<file path="config.mk">
export PLATFORM = sky130hd
export DESIGN_NAME = ps2_keymap
export DESIGN_NICKNAME = d
export VERILOG_FILES = /design/src/rtl/ps2_keymap.sv
export SDC_FILE = /design/constraint.sdc
export NUM_CORES = 1
export LEC_CHECK = 0
export BUFFER_PORTS_ARGS = -buffer_cell sky130_fd_sc_hd__buf_2
export CAP_MARGIN = 25
export CORE_ASPECT_RATIO = 0.7
export CORE_MARGIN = 3
export CORE_UTILIZATION = 50
export CTS_CLUSTER_SIZE = 20
export DETAILED_ROUTE_END_ITERATION = 16
export HOLD_SLACK_MARGIN = 0.1
export PLACE_DENSITY = 0.69
export SYNTH_ARGS = -nofsm -noshare
export SYNTH_HDL_FRONTEND = slang
export SYNTH_SLANG_ARGS = --single-unit
</file>
<file path="constraint.sdc">
create_clock -name clk -period 3.7 [get_ports clk]
set_input_delay 0.185 -clock clk [delete_from_list [all_inputs] [get_ports clk]]
set_output_delay 0.185 -clock clk [all_outputs]
set_load 0.05 [all_outputs]
</file>
<file path="src/rtl/ps2_keymap.sv">
// PS/2 set-2 scancode decoder. Maps make/break codes onto NUM_KEYS button lines through a
// run-time loadable keymap. Also handles the E0/F0/E1 prefixes, a prefix timeout,
// keyboard-replug release and per-slot autofire.
module ps2_keymap #(
  parameter int NUM_KEYS       = 10,
  parameter int PREFIX_TIMEOUT = 65536,
  parameter int AUTOFIRE_DIV   = 1000000,
  localparam int AW = (NUM_KEYS > 1) ? $clog2(NUM_KEYS) : 1
) (
  input  logic                clk,
  input  logic                reset,
  input  logic [7:0]          keyb_data,
  input  logic                keyb_valid,
  input  logic                map_we,
  input  logic [AW-1:0]       map_addr,
  input  logic [8:0]          map_code,
  input  logic [NUM_KEYS-1:0] autofire_en,
  output logic [NUM_KEYS-1:0] held,
  output logic [NUM_KEYS-1:0] joystick,
  output logic                key_event,
  output logic [8:0]          key_code,
  output logic                key_release
);
  localparam int TW = $clog2(PREFIX_TIMEOUT + 1);
  localparam int FW = (AUTOFIRE_DIV > 2) ? $clog2(AUTOFIRE_DIV) : 1;

  typedef enum logic [2:0] {IDLE, EXT, BRK, EXTBRK, SKIP} state_t;

  state_t                      state_q, state_d;
  logic [2:0]                  skip_q, skip_d;
  logic [TW-1:0]               to_cnt_q, to_cnt_d;
  logic [FW-1:0]               af_cnt_q;
  logic                        phase_q;
  logic [NUM_KEYS-1:0][8:0]    keymap_q, keymap_d;
  logic [NUM_KEYS-1:0]         held_q, held_d, joy_q;
  logic                        key_event_q, key_release_q;
  logic [8:0]                  key_code_q;

  logic       ev, ev_make, rel_all, addr_ok;
  logic [8:0] ev_code;

  function automatic logic [8:0] dflt(input int i);
    case (i)
      0: dflt = 9'h029;  1: dflt = 9'h016;  2: dflt = 9'h01E;  3: dflt = 9'h076;
      4: dflt = 9'h175;  5: dflt = 9'h172;  6: dflt = 9'h16B;  7: dflt = 9'h174;
      8: dflt = 9'h011;  9: dflt = 9'h00D;
      default: dflt = 9'h000;
    endcase
  endfunction

  assign addr_ok = (32'(map_addr) < NUM_KEYS);

  always_comb begin
    state_d  = state_q;
    skip_d   = skip_q;
    to_cnt_d = '0;
    ev       = 1'b0;
    ev_make  = 1'b0;
    ev_code  = 9'h000;
    rel_all  = 1'b0;
    if (keyb_valid) begin
      case (state_q)
        IDLE: case (keyb_data)
          8'hE0:        state_d = EXT;
          8'hF0:        state_d = BRK;
          8'hE1:        begin state_d = SKIP; skip_d = 3'd7; end
          8'hAA:        rel_all = 1'b1;
          8'h00, 8'hFF: ;
          default:      begin ev = 1'b1; ev_make = 1'b1; ev_code = {1'b0, keyb_data}; end
        endcase
        EXT: begin
          state_d = IDLE;
          case (keyb_data)
            8'hF0: state_d = EXTBRK;
            // fake shifts and stray prefixes abandon the sequence silently
            8'h12, 8'h59, 8'hE0, 8'hE1, 8'h00, 8'hFF: ;
            default: begin ev = 1'b1; ev_make = 1'b1; ev_code = {1'b1, keyb_data}; end
          endcase
        end
        BRK: begin
          state_d = IDLE;
          if (keyb_data != 8'h00 && keyb_data != 8'hFF) begin
            ev = 1'b1; ev_code = {1'b0, keyb_data};
          end
        end
        EXTBRK: begin
          state_d = IDLE;
          case (keyb_data)
            8'h12, 8'h59, 8'h00, 8'hFF: ;
            default: begin ev = 1'b1; ev_code = {1'b1, keyb_data}; end
          endcase
        end
        SKIP: begin
          skip_d = skip_q - 3'd1;
          if (skip_q == 3'd1) state_d = IDLE;
        end
        default: state_d = IDLE;
      endcase
    end else if (state_q != IDLE) begin
      if (to_cnt_q == TW'(PREFIX_TIMEOUT - 1)) state_d = IDLE;
      else                                     to_cnt_d = to_cnt_q + 1'b1;
    end
  end

  // event match uses the old keymap; a same-cycle write to the slot overrides it
  always_comb begin
    held_d   = held_q;
    keymap_d = keymap_q;
    for (int i = 0; i < NUM_KEYS; i++) begin
      if (rel_all) held_d[i] = 1'b0;
      else if (ev && ev_code != 9'h000 && keymap_q[i] == ev_code) held_d[i] = ev_make;
      if (map_we && addr_ok && 32'(map_addr) == i) begin
        keymap_d[i] = map_code;
        held_d[i]   = 1'b0;
      end
    end
  end

  always_ff @(posedge clk) begin
    if (reset) begin
      state_q       <= IDLE;
      skip_q        <= '0;
      to_cnt_q      <= '0;
      af_cnt_q      <= '0;
      phase_q       <= 1'b1;
      held_q        <= '0;
      joy_q         <= '0;
      key_event_q   <= 1'b0;
      key_code_q    <= 9'h000;
      key_release_q <= 1'b0;
      for (int i = 0; i < NUM_KEYS; i++) keymap_q[i] <= dflt(i);
    end else begin
      state_q     <= state_d;
      skip_q      <= skip_d;
      to_cnt_q    <= to_cnt_d;
      held_q      <= held_d;
      keymap_q    <= keymap_d;
      key_event_q <= ev;
      if (ev) begin
        key_code_q    <= ev_code;
        key_release_q <= ~ev_make;
      end
      if (af_cnt_q == FW'(AUTOFIRE_DIV - 1)) begin
        af_cnt_q <= '0;
        phase_q  <= ~phase_q;
      end else begin
        af_cnt_q <= af_cnt_q + 1'b1;
      end
      joy_q <= held_q & (~autofire_en | {NUM_KEYS{phase_q}});
    end
  end

  assign held        = held_q;
  assign joystick    = joy_q;
  assign key_event   = key_event_q;
  assign key_code    = key_code_q;
  assign key_release = key_release_q;
endmodule

</file>
==> summary.txt, run 1 <==
Run status
  – Status: finished, final reports clean

Timing
  – Final Hold Viols: 0
  – Unrepaired setup endpoints after global routing: false
  – Post-route clock period utilization: 0.793
  – Layout Skew: 0.00675 ns
  – Fmax achieved: 0.341 GHz
  – Final setup fails: 0
  – Slew HR: 0.451
  – Setup TNS: 0 ns
  – Number of pins exceeding their max-slew limit in the final report: 0
  – Period minus WS final: 2.93 ns
  – Actual slew at the worst max-slew pin: 0.822 ns

Floorplanning
  – Placeable core area: 15100 sq um
  – IO Pins: 66
  – Die X-Extent: 156 microns
  – Die height: 111 microns
  – Initial standard-cell utilization of the core: 0.524
  – Total number of placement rows: 37
  – Floorplan die area: 17400 sq um

Finish
  – Total of fill cells in the finished design: 1342
  – Share of layout cells above drive strength 1: 0.142
  – Finished layout cell area: 9120 sq um
  – Fin cells: 1156
  – Most common library cell in the layout ignoring fill and taps: dfxtp_1
  – Number of nets in the finished design: 988
  – Final core utilization: 0.604
  – Commonest non-fill, non-tap cells in the layout: dfxtp_1 (165), nor2_1 (110), nand2_1 (85)
  – Antenna diode instance count: 0
  – Area growth syn-to-layout: 15.4%

Critical path
  – Worst setup SP type: register
  – Worst EP arrival: 3.28 ns
  – Start-to-end type of the worst setup path: register to register
  – Critical path cell sequence: and2b_1, o221ai_4, a2111o_1, or4_1, a221o_1, mux2i_1, nor3_1
  – Largest fanout on the critical path: 14
  – Largest incremental delay on the critical path: 0.65 ns
  – Slowest CP cell: a2111o_1
  – Worst Path Required: 4.05 ns
  – Critical Path Sink Type: register

Placed design
  – Port Buffer Count: 65
  – Sum of net half-perimeters after detailed placement: 14300 microns
  – Cell count after placement: 1111
  – Routability-driven placement congestion ratio: 0.885
  – Instance area after placement: 8380 sq um

Synthesis
  – Post-synthesis cell type count: 64
  – Register bit count reported by yosys: 165
  – Most used DFF post-synth: dfxtp_1
  – Cell types occupying the most area after synthesis: dfxtp_1 (42%), mux2i_1 (6.1%), xor2_1 (5.4%), nor2_1 (5.2%), xnor2_1 (5.1%)
  – Post-synthesis instance area: 7900 sq um
  – Share of flip-flops with an asynchronous set or reset after synthesis: 0
  – Number of instances in the synthesized netlist: 894
  – Net Count, Synth: 934
  – Yosys Warn Count: 0
  – Synth top area share: 0.418
  – Syn_area_per_cell: 8.84 sq um
  – Register area share after synthesis: 0.418
  – Library cell with the largest summed area after synthesis: dfxtp_1
  – Post-synth EDFFs: 0

Power
  – Peak supply drop: 0.390 mV
  – Overall power consumption: 3.99 mW
  – LEAKAGE: 3.36 nW
  – Pwr/cell area: 438 nW/um^2

Route
  – Antenna-violating nets left: 0
  – Routed via count divided by cell count: 5.69
  – Final routed wire length divided by cell count: 18.4 microns
  – Router iterations before antenna repair: 5
  – Sum of routed wire length over all layers: 21300 microns
  – Total via count in the routed design: 6583
  – Count of unresolved DRC violations after routing: 0
  – 1st-iter DRT viols: 601

CTS
  – H-Tree Level Count: 4
  – Clock tree from TritonCTS: done
  – CTS resizes: 0
  – Clock Sink Count: 165
  – Clk Tree Root Cell: clkbuf_16
  – Clock-pin slew of the registers on the worst-case setup and hold paths: 0.07 ns
  – Total CTS buffers: 17
  – Worst-Skew Late Latency: 0.43 ns
  – Maximum clock insertion buffer count: 2

Min path
  – Path class of the lowest-slack min-delay path: input pin to register

Global route
  – Overflow left after global routing: 0
  – First-pass GRT wire length: 34100 microns
  – Antenna violations before repair: 0
  – Total global routing track utilization: 0.249
  – Largest net degree at the start of global routing: 64
  – Number of global-route vias before repair: 6239

Flow run
  – Max-cap violation count: 0
[critical path, delay by kind of cell (launching register included)]
kind / cells / cell delay (ns)
compound gates: 3 / 1.25
flops: 1 / 0.37
mux: 1 / 0.13
simple gates: 3 / 1.11
[layer usage]
layer	track usage	wire, microns
met1	0.371	10400
met2	0.359	8880
met3	0.0613	1760
met4	0.0630	257
met5	0	0
[sequential cells by signal, summed over array words and instances, names as in the netlist]
| signal | flops |
|---|---|
| state_q | 3 |
| to_cnt_q | 17 |
| joystick | 10 |
| key_release | 1 |
| phase_q | 1 |
| held | 10 |
| skip_q | 3 |
| keymap_q | 90 |
| key_event | 1 |
| key_code | 9 |
| af_cnt_q | 20 |
[report_power, final]
part / leakage (nW) / switching, mW / total (mW) / internal, mW
Sequential: 1.34 / 0.0210 / 1.82 / 1.80
Combinational: 1.73 / 0.212 / 0.327 / 0.115
Clock: 0.289 / 0.754 / 1.84 / 1.09
Total: 3.36 / 0.987 / 3.99 / 3.00
[Yosys cell counts (all sizes together), types with 4 or more instances]
cell	number
or3	5
a21oi	32
o32ai	4
ha	5
a211o	34
inv	15
buf	21
nand4	13
nor3b	11
o21ai	12
nand3b	12
a211oi	4
nor2	110
nand2	85
dfxtp	165
nand3	27
xor2	49
nor3	14
nor4	10
nor4b	5
or4	14
clkbuf	38
xnor2	46
a31oi	8
mux2i	48
and3	12
nor2b	48
[what timing repair did]
| action | CTS | global route |
|---|---|---|
| hold endpoints to repair | 11 | 0 |
| hold buffers | 11 | 0 |
| setup buffers | 0 | 0 |
[stage by stage]
stage	worst slack [ns]	hold slack (ns)
after floorplan	1.34	0.364
after global placement	0.720	0.442
after detailed placement	0.692	0.452
after CTS	0.839	0.136
after global routing	0.651	0.144
final	0.766	0.148
[path summary, 6_finish.rpt]
| path | cells past startpoint | to | from | slack [ns] |
|---|---|---|---|---|
| worst min-delay path | 3 | keymap_q[8] | map_code[8] | 0.15 |
| worst max-delay path | 7 | held[3] | state_q[2] | 0.77 |
| worst max register to register | 7 | held[3] | state_q[2] | 0.77 |
| worst min register to register | 2 | key_code[7] | key_code[7] | 0.46 |
[layout make-up]
type	instances	area, sq um	share of cell area
multi-input combinational	655	4320	0.474
sequential	165	3300	0.362
timing repair buffer	94	582	0.0638
clock buffer	18	439	0.0482
tap	195	244	0.0268
clock inverter	14	174	0.0191
inverter	15	56.3	0.00618
[cells by family after synthesis]
| family | count (synthesis) | share of synthesized area |
|---|---|---|
| xor+xnor | 95 | 0.105 |
| fa+ha+maj | 5 | 0.00792 |
| mux | 48 | 0.0608 |
| flops | 165 | 0.418 |
| buf+inv | 74 | 0.0389 |
| compound gates | 120 | 0.116 |
| simple gates | 387 | 0.253 |
(Power assumes the default switching activity.)
==> run 2: changes to the inputs <==
==> constraint.sdc (replaced) <==
create_clock -name clk -period 3.05 [get_ports clk]
set_input_delay 0.1525 -clock clk [delete_from_list [all_inputs] [get_ports clk]]
set_output_delay 0.1525 -clock clk [all_outputs]
set_load 0.05 [all_outputs]
==> summary.txt, run 2 (synthesis results as in run 1) <==
CTS
  – Total CTS buffers: 17
  – CTS resizes: 0
  – Clock Sink Count: 165
  – Clock tree from TritonCTS: done
  – H-Tree Level Count: 4
  – Maximum clock insertion buffer count: 2
  – Clock-pin slew of the registers on the worst-case setup and hold paths: 0.07 ns
  – Post CTS Setup Buffer Count: 0
  – Worst-Skew Late Latency: 0.43 ns
  – Cts-stage hold buffer count: 11
  – Clk Tree Root Cell: clkbuf_16

Timing
  – Final Hold Viols: 0
  – Setup TNS: 0 ns
  – Layout Skew: 0.00811 ns
  – Final setup fails: 0
  – Post-route clock period utilization: 0.843
  – Slew HR: 0.429
  – Fmax achieved: 0.389 GHz
  – Number of pins exceeding their max-slew limit in the final report: 0
  – Actual slew at the worst max-slew pin: 0.852 ns
  – Unrepaired setup endpoints after global routing: false
  – Period minus WS final: 2.57 ns

Floorplanning
  – Total number of placement rows: 37
  – IO Pins: 66
  – Placeable core area: 15100 sq um
  – Die X-Extent: 156 microns
  – Initial standard-cell utilization of the core: 0.524
  – Die height: 111 microns
  – Floorplan die area: 17400 sq um

Power
  – Internal power contribution: 3.46 mW
  – Net switching power figure: 1.21 mW
  – Proportion of power drawn by flip-flops and latches: 0.473
  – LEAKAGE: 3.37 nW
  – Share of power burned in combinational logic: 0.088
  – Clock power frac: 0.439
  – Switching share of power: 0.260
  – Pwr/cell area: 512 nW/um^2
  – Peak supply drop: 0.368 mV

Global route
  – Antenna violations before repair: 0
  – Largest net degree at the start of global routing: 64
  – Number of global-route vias before repair: 6201
  – Total global routing track utilization: 0.252
  – First-pass GRT wire length: 34500 microns
  – Overflow left after global routing: 0

Finish
  – Number of nets in the finished design: 999
  – Most common library cell in the layout ignoring fill and taps: dfxtp_1
  – Commonest non-fill, non-tap cells in the layout: dfxtp_1 (165), nor2_1 (110), nand2_1 (85)
  – Largest register FFs: 90
  – Regs by FF count: keymap_q: 90 flops, af_cnt_q: 20 flops, to_cnt_q: 17 flops
  – Share of layout cells above drive strength 1: 0.150
  – Final core utilization: 0.605
  – Largest Register: keymap_q
  – Area growth syn-to-layout: 15.6%
  – Antenna diode instance count: 0

Critical path
  – Largest incremental delay on the critical path: 0.55 ns
  – Start-to-end type of the worst setup path: register to register
  – Worst setup SP type: register
  – Worst EP arrival: 2.88 ns
  – Worst R2R End: held[3]
  – Cell depth of the worst flop-to-flop path: 7
  – Critical Path Sink Type: register
  – Largest fanout on the critical path: 7
  – Start of the worst register-to-register path: state_q[2]
  – Slowest CP cell: or4_1
  – Setup slack of the worst register-to-register path: 0.48 ns
  – Critical path cell sequence: and2b_1, o221ai_4, a2111o_1, or4_1, a221o_1, mux2i_1, nor3_1
  – Worst Path Required: 3.36 ns

Route
  – 1st-iter DRT viols: 645
  – Count of unresolved DRC violations after routing: 0
  – Router iterations before antenna repair: 5
  – Routed via count divided by cell count: 5.71
  – Antenna-violating nets left: 0
  – Sum of routed wire length over all layers: 21500 microns
  – Total via count in the routed design: 6658
  – Final routed wire length divided by cell count: 18.4 microns

Min path
  – Worst Hold Launch: map_code[0]
  – Number of cells on the worst hold path: 3
  – Path class of the lowest-slack min-delay path: input pin to register
  – Hold Path Sink: keymap_q[27]

Placed design
  – Routability-driven placement congestion ratio: 0.886
  – Port Buffer Count: 65
  – Sum of net half-perimeters after detailed placement: 14300 microns

Flow run
  – Max-cap violation count: 0

Run status
  – Status: finished, final reports clean
## run 2: cell count changes in the layout (fill, tap and decap cells not counted)
cell        change
buf_4          +15
buf_6           -3
bufinv_16       -2
clkinvlp_4      +2
buf_2           -1
clkbuf_1        +1
clkbuf_8        -1
clkinv_4        +1
inv_6           -1
## run 2: power groups by stage
| stage | registers, mW | clock network [mW] | logic, mW |
|---|---|---|---|
| detailed placement | 2.26 | 0 | 0.393 |
| global route | 2.21 | 2.18 | 0.444 |
| CTS | 2.21 | 2.09 | 0.407 |
| global placement | 2.26 | 0 | 0.390 |
| finish | 2.21 | 2.05 | 0.413 |
| floorplan | 2.28 | 0 | 0.243 |
## run 2: worst max-delay path by stage
stage | startpoint | to | slack, ns
CTS | state_q[2] | held[1] | 0.49
global placement | keyb_data[2] | held[3] | 0.49
floorplan | state_q[2] | held[3] | 0.69
detailed placement | keyb_data[1] | held[9] | 0.43
global route | state_q[2] | held[3] | 0.32
finish | state_q[2] | held[3] | 0.48
## run 2: through the flow
stage	instance area, sq um	hold slack, ns	worst slack [ns]	power [mW]	cells
floorplan	7900	0.332	0.693	2.52	894
global placement	8470	0.437	0.488	2.65	1124
detailed placement	8470	0.445	0.428	2.65	1124
CTS	9140	0.103	0.493	4.70	1167
global route	9140	0.127	0.318	4.83	1167
finish	9140	0.124	0.478	4.68	1167
## run 2: final cells by class
type,instances,area (sq um)
clock buffer,18,429
inverter,15,56.3
sequential,165,3300
timing repair buffer,105,656
tap,195,244
fill,1385,5960
clock inverter,14,129
multi-input combinational,655,4320
## run 2: critical path, delay by kind of cell (launching register included)
kind             cells  cell delay, ns
multiplexers         1            0.15
flip-flops           1            0.37
AND/OR/NAND/NOR      3            0.93
AO/OA/AOI/OAI        3            0.99
## run 2: layer usage
layer | up-vias | GRT usage | share of wire
li1 | 3236 | - | -
met3 | 20 | 0.0523 | 0.097
met2 | 273 | 0.357 | 0.41
met5 | - | 0 | 0
met1 | 3129 | 0.384 | 0.48
met4 | 0 | 0.0694 | 0.013
